### config.mk
export PLATFORM = sky130hd
export DESIGN_NAME = mem_arbiter
export DESIGN_NICKNAME = d
export VERILOG_FILES = /design/src/rtl/mem_arbiter.sv
export SDC_FILE = /design/constraint.sdc
export NUM_CORES = 1
export LEC_CHECK = 0
export CAP_MARGIN = 30
export CELL_PAD_IN_SITES_DETAIL_PLACEMENT = 0
export CELL_PAD_IN_SITES_GLOBAL_PLACEMENT = 1
export CORE_MARGIN = 2
export CORE_UTILIZATION = 29
export DETAILED_ROUTE_END_ITERATION = 7
export HOLD_SLACK_MARGIN = 0.15
export PLACE_DENSITY = 0.86
export SLEW_MARGIN = 20
export SYNTH_ARGS = -nofsm -noshare
export SYNTH_HDL_FRONTEND = slang
export SYNTH_SLANG_ARGS = --single-unit
### constraint.sdc
create_clock -name clk -period 2.2 [get_ports clk]
set_input_delay 0.44 -clock clk [delete_from_list [all_inputs] [get_ports clk]]
set_output_delay 0.44 -clock clk [all_outputs]
set_load 0.01 [all_outputs]
### src/rtl/mem_arbiter.sv
// Round-robin arbiter multiplexing per-channel read/write requesters onto a
// single memory-controller port, one transaction in flight at a time.
module mem_arbiter #(
    parameter int NUM_CHANNELS = 4,
    parameter int ADDR_BITS    = 8,
    parameter int DATA_BITS    = 16
) (
    input  logic                              clk,
    input  logic                              reset,
    input  logic [NUM_CHANNELS-1:0]           ch_read_valid,
    input  logic [NUM_CHANNELS*ADDR_BITS-1:0] ch_read_address,
    output logic [NUM_CHANNELS-1:0]           ch_read_ready,
    output logic [NUM_CHANNELS*DATA_BITS-1:0] ch_read_data,
    input  logic [NUM_CHANNELS-1:0]           ch_write_valid,
    input  logic [NUM_CHANNELS*ADDR_BITS-1:0] ch_write_address,
    input  logic [NUM_CHANNELS*DATA_BITS-1:0] ch_write_data,
    output logic [NUM_CHANNELS-1:0]           ch_write_ready,
    output logic                              ctrl_read_valid,
    output logic [ADDR_BITS-1:0]              ctrl_read_address,
    input  logic                              ctrl_read_ready,
    input  logic [DATA_BITS-1:0]              ctrl_read_data,
    output logic                              ctrl_write_valid,
    output logic [ADDR_BITS-1:0]              ctrl_write_address,
    output logic [DATA_BITS-1:0]              ctrl_write_data,
    input  logic                              ctrl_write_ready,
    output logic                              busy,
    output logic [$clog2(NUM_CHANNELS)-1:0]   grant_channel
);

    localparam int CW = $clog2(NUM_CHANNELS);

    typedef enum logic [1:0] {
        IDLE,
        READ_WAIT,
        WRITE_WAIT,
        RELEASE
    } state_t;

    state_t        state;
    logic [CW-1:0] rr_ptr;
    logic          found;
    logic [CW-1:0] winner;
    logic [CW:0]   scan;
    logic [CW-1:0] idx;
    logic [CW-1:0] next_ptr;

    // First requesting channel starting at rr_ptr, wrapping modulo N.
    always_comb begin
        found  = 1'b0;
        winner = '0;
        scan   = '0;
        idx    = '0;
        for (int k = 0; k < NUM_CHANNELS; k++) begin
            scan = {1'b0, rr_ptr} + (CW+1)'(k);
            if (scan >= (CW+1)'(NUM_CHANNELS))
                scan = scan - (CW+1)'(NUM_CHANNELS);
            idx = scan[CW-1:0];
            if (!found && (ch_read_valid[idx] || ch_write_valid[idx])) begin
                found  = 1'b1;
                winner = idx;
            end
        end
    end

    assign next_ptr = (grant_channel == CW'(NUM_CHANNELS-1)) ?
                      '0 : grant_channel + 1'b1;

    always_ff @(posedge clk or negedge reset) begin
        if (!reset) begin
            state              <= IDLE;
            rr_ptr             <= '0;
            grant_channel      <= '0;
            busy               <= 1'b0;
            ctrl_read_valid    <= 1'b0;
            ctrl_read_address  <= '0;
            ctrl_write_valid   <= 1'b0;
            ctrl_write_address <= '0;
            ctrl_write_data    <= '0;
            ch_read_ready      <= '0;
            ch_write_ready     <= '0;
            ch_read_data       <= '0;
        end else begin
            unique case (state)
                IDLE: begin
                    if (found) begin
                        grant_channel <= winner;
                        busy          <= 1'b1;
                        // A channel with both requests gets its read first.
                        if (ch_read_valid[winner]) begin
                            ctrl_read_valid   <= 1'b1;
                            ctrl_read_address <=
                                ch_read_address[winner*ADDR_BITS +: ADDR_BITS];
                            state             <= READ_WAIT;
                        end else begin
                            ctrl_write_valid   <= 1'b1;
                            ctrl_write_address <=
                                ch_write_address[winner*ADDR_BITS +: ADDR_BITS];
                            ctrl_write_data    <=
                                ch_write_data[winner*DATA_BITS +: DATA_BITS];
                            state              <= WRITE_WAIT;
                        end
                    end
                end
                READ_WAIT: begin
                    if (ctrl_read_ready) begin
                        ctrl_read_valid <= 1'b0;
                        ch_read_data[grant_channel*DATA_BITS +: DATA_BITS]
                            <= ctrl_read_data;
                        ch_read_ready[grant_channel] <= 1'b1;
                        rr_ptr <= next_ptr;
                        state  <= RELEASE;
                    end
                end
                WRITE_WAIT: begin
                    if (ctrl_write_ready) begin
                        ctrl_write_valid <= 1'b0;
                        ch_write_ready[grant_channel] <= 1'b1;
                        rr_ptr <= next_ptr;
                        state  <= RELEASE;
                    end
                end
                RELEASE: begin
                    ch_read_ready  <= '0;
                    ch_write_ready <= '0;
                    busy           <= 1'b0;
                    state          <= IDLE;
                end
                default: state <= IDLE;
            endcase
        end
    end

endmodule
==> flow_summary.yaml <==
global_routing:
  grt_max_degree: 43
  antenna_found_initial: 0
  grt_pass1_wl_mm: 27.8
  grt_pass1_vias: 5102
  track_usage: 0.175
  grt_overflow_total: 0
worst_setup_path:
  cp_slowest_cell: "clkdlybuf4s50_1"
  required_ns: 2.48
  crit_fanout: 6
  crit_type: "input port to register"
  startpoint_type: "input port"
  cpPeakStageDelay_ns: 0.46
  path_cells: "clkdlybuf4s50_1 > nor2_4 > o21ai_1 > a21o_1 > a221o_1 > a21oi_4 > buf_6 > buf_16 > mux2_4"
  end_kind: "register"
  rr_worst_depth: 7
  worstPathArrival_ns: 2.53
sta:
  finClkSkew_ns: 0.00565
  finalHoldViolations: 0
  min_period_ns: 2.25
  max_freq_mhz: 445
  worst_pin_slew_ns: 0.445
  final.period_utilization: 1.02
  rsz0062_at_grt: "true"
  report.final.slew_viol_count: 0
  layout_setup_ws_ns: -0.0481
  holdWs_ns: 0.500
  relSlewSlack: 0.703
  setup_violations: 24
pwr:
  power_density_nw_per_um2: 1370
  vdd_drop_max_mv: 0.619
  p_leak_nw: 4.34
  power_mw: 13.3
die:
  fp.coreArea_sq_um: 19400
  pin_count: 265
  dieArea_sq_um: 20900
  die_y_um: 144
  rows: 51
  die_w_um: 144
  initial_utilization: 0.295
clocking:
  clockBufferDepth: 2
  cts_tree: "yes"
  cts_sinks: 113
  cts_buffers: 17
  insertion_delay_ns: 0.40
  htree_levels: 4
  cts_root_buf: "clkbuf_16"
  clk_pin_slew_ns: 0.05
finish:
  syn_to_final_growth_pct: 69.9
  fin_area_sq_um: 9720
  finalNetCount: 927
  final_layout_size_suffix_gt1_frac: 0.172
  fin_util: 0.501
  antenna_cells: 0
worst_hold_path:
  hp-class: "register to register"
  hold_depth: 1
yosys:
  yosysWarnings: 0
  yosys_register_bits: 113
  syn_area_sq_um: 5720
  yosysUniqueCellTypes: 42
  async_reset_ff_frac: 1.00
  synth_ff_type: "dfrtp_1"
  synth_enable_flop_cells: 0
  netlist_instances: 455
  seq_area_frac_synth: 0.494
  synth_nets: 623
  avgSynthCellArea_sq_um: 12.6
run_status:
  violations: "setup timing"
  status: "finished with violations"
drt:
  via_per_inst: 4.78
  drc: 0
  drtIter0Drc: 140
  vias: 4942
  detail-route-antenna-nets: 0
  wl_per_cell_um: 18.2
  dr.pass1.iters: 4
  finalWirelength_mm: 18.8
placed_design:
  placed_cell_area_sq_um: 8950
  dp_hpwl_mm: 13.5
  port_buffers: 264
  gp_congestion: 0.832
run:
  max_cap_violations: 0
## layer usage
metal / vias up / track usage / wire (um)
met3: 21 / 0.0695 / 2050
met1: 2396 / 0.208 / 7660
met4: 0 / 0.0511 / 184
met5: - / 0 / 0
met2: 209 / 0.292 / 8930
li1: 2316 / - / -
## cell usage after synthesis (2+ instances only)
cell / n / area share
dfrtp_1: 113 / 0.49
mux2i_1: 96 / 0.17
a22o_1: 64 / 0.098
mux2_4: 20 / 0.052
nand2_1: 20 / 0.013
o21ai_0: 18 / 0.016
mux2_2: 14 / 0.028
buf_2: 13 / 0.011
clkbuf_1: 12 / 0.0079
ha_1: 12 / 0.026
inv_1: 11 / 0.0072
nand3_1: 9 / 0.0079
nor2_1: 8 / 0.0052
a31oi_1: 5 / 0.0055
nor4_1: 4 / 0.0044
nor2b_1: 3 / 0.0033
a21boi_0: 2 / 0.0026
a21oi_1: 2 / 0.0017
a221o_1: 2 / 0.0035
a31o_2: 2 / 0.0031
and2_1: 2 / 0.0022
buf_12: 2 / 0.0070
nand3b_1: 2 / 0.0026
## metrics by stage
step	setup slack [ns]	setup TNS (ns)	instances
after global placement	-0.530	-16.77	995
after floorplan	-0.0758	-1.81	455
after global routing	-0.144	-3.20	1034
final	-0.0481	-0.822	1034
after detailed placement	-0.583	-18.45	995
after CTS	-0.137	-2.15	1032
## flip-flops by register name, indices dropped and copies added (netlist names), 2 cells and up
signal	flops
rr_ptr	2
ctrl_read_address	8
grant_channel	2
ctrl_write_address	8
ctrl_write_data	16
state	2
ch_read_ready	4
ch_read_data	64
ch_write_ready	4
## placed cells by master, fill, tap and decap left out, types with 2 or more instances in the layout
cell and instances:
a21boi_0 2, a21oi_4 2, a221o_1 2, a22o_1 64, a31o_2 2, a31oi_1 5, and2_1 2, buf_12 8
buf_16 2, buf_4 36, buf_6 2, bufinv_16 3, clkbuf_16 17, clkdlybuf4s50_1 258, clkinv_2 3, clkinv_4 3
dfrtp_1 112, dlygate4sd2_1 5, ha_1 12, inv_1 11, mux2_2 10, mux2_4 24, mux2i_1 95, nand2_1 20
nand3_1 8, nand3b_1 2, nor2_1 6, nor2b_1 3, nor4_2 3, o21ai_0 16
## what timing repair did
item                                    CTS  global route
hold buffers                              1             0
gates cloned                              3             0
resized for setup                        18            11
endpoints found under the setup margin   33            33
hold endpoints to repair                 31             0
setup buffers                             4             3
pin swaps                                 5             6
## final timing paths
| kind | startpoint | slack, ns | end |
|---|---|---|---|
| setup / recovery | ch_read_valid[1] | -0.05 | ctrl_write_address[7] |
| hold / removal | ch_read_data[3] | 0.50 | ch_read_data[3] |
| setup reg to reg | rr_ptr[1] | -0.03 | ctrl_write_address[7] |
| hold reg to reg | ch_read_data[3] | 0.50 | ch_read_data[3] |
| max in group asynchronous | reset | 1.09 | ctrl_write_data[14] |
| min in group asynchronous | reset | 0.52 | ch_read_data[21] |
## logic make-up (layout without fill, tap and decap cells)
logic type / after synthesis / count (layout) / synth area share
flip-flops: 113 / 113 / 0.494
adder cells (fa/ha/maj): 12 / 12 / 0.0262
buffers and inverters: 39 / 353 / 0.0354
AND/OR/NAND/NOR: 58 / 58 / 0.0527
multiplexers: 130 / 130 / 0.248
AO/OA/AOI/OAI: 103 / 103 / 0.144
## worst max-delay path: cells and delay by family
family	cells	cell delay, ns
compound gates	4	0.89
mux	1	0.29
simple gates	1	0.15
buf+inv	3	0.75
## power breakdown
group	internal, mW	total [mW]	switching, mW
combinational	4.15	7.04	2.90
sequential	2.98	3.55	0.569
clock	1.79	2.75	0.967
total	8.92	13.3	4.43
## layout make-up
| type | instances | area [sq um] |
|---|---|---|
| Sequential cell | 113 | 2830 |
| Tap cell | 265 | 332 |
| Fill cell | 1756 | 9670 |
| Timing Repair Buffer | 313 | 3160 |
| Multi-Input combinational cell | 303 | 2780 |
| Clock inverter | 10 | 139 |
| Clock buffer | 19 | 443 |
| Inverter | 11 | 41.3 |
Note: power is estimated with default switching activity, not from simulation.
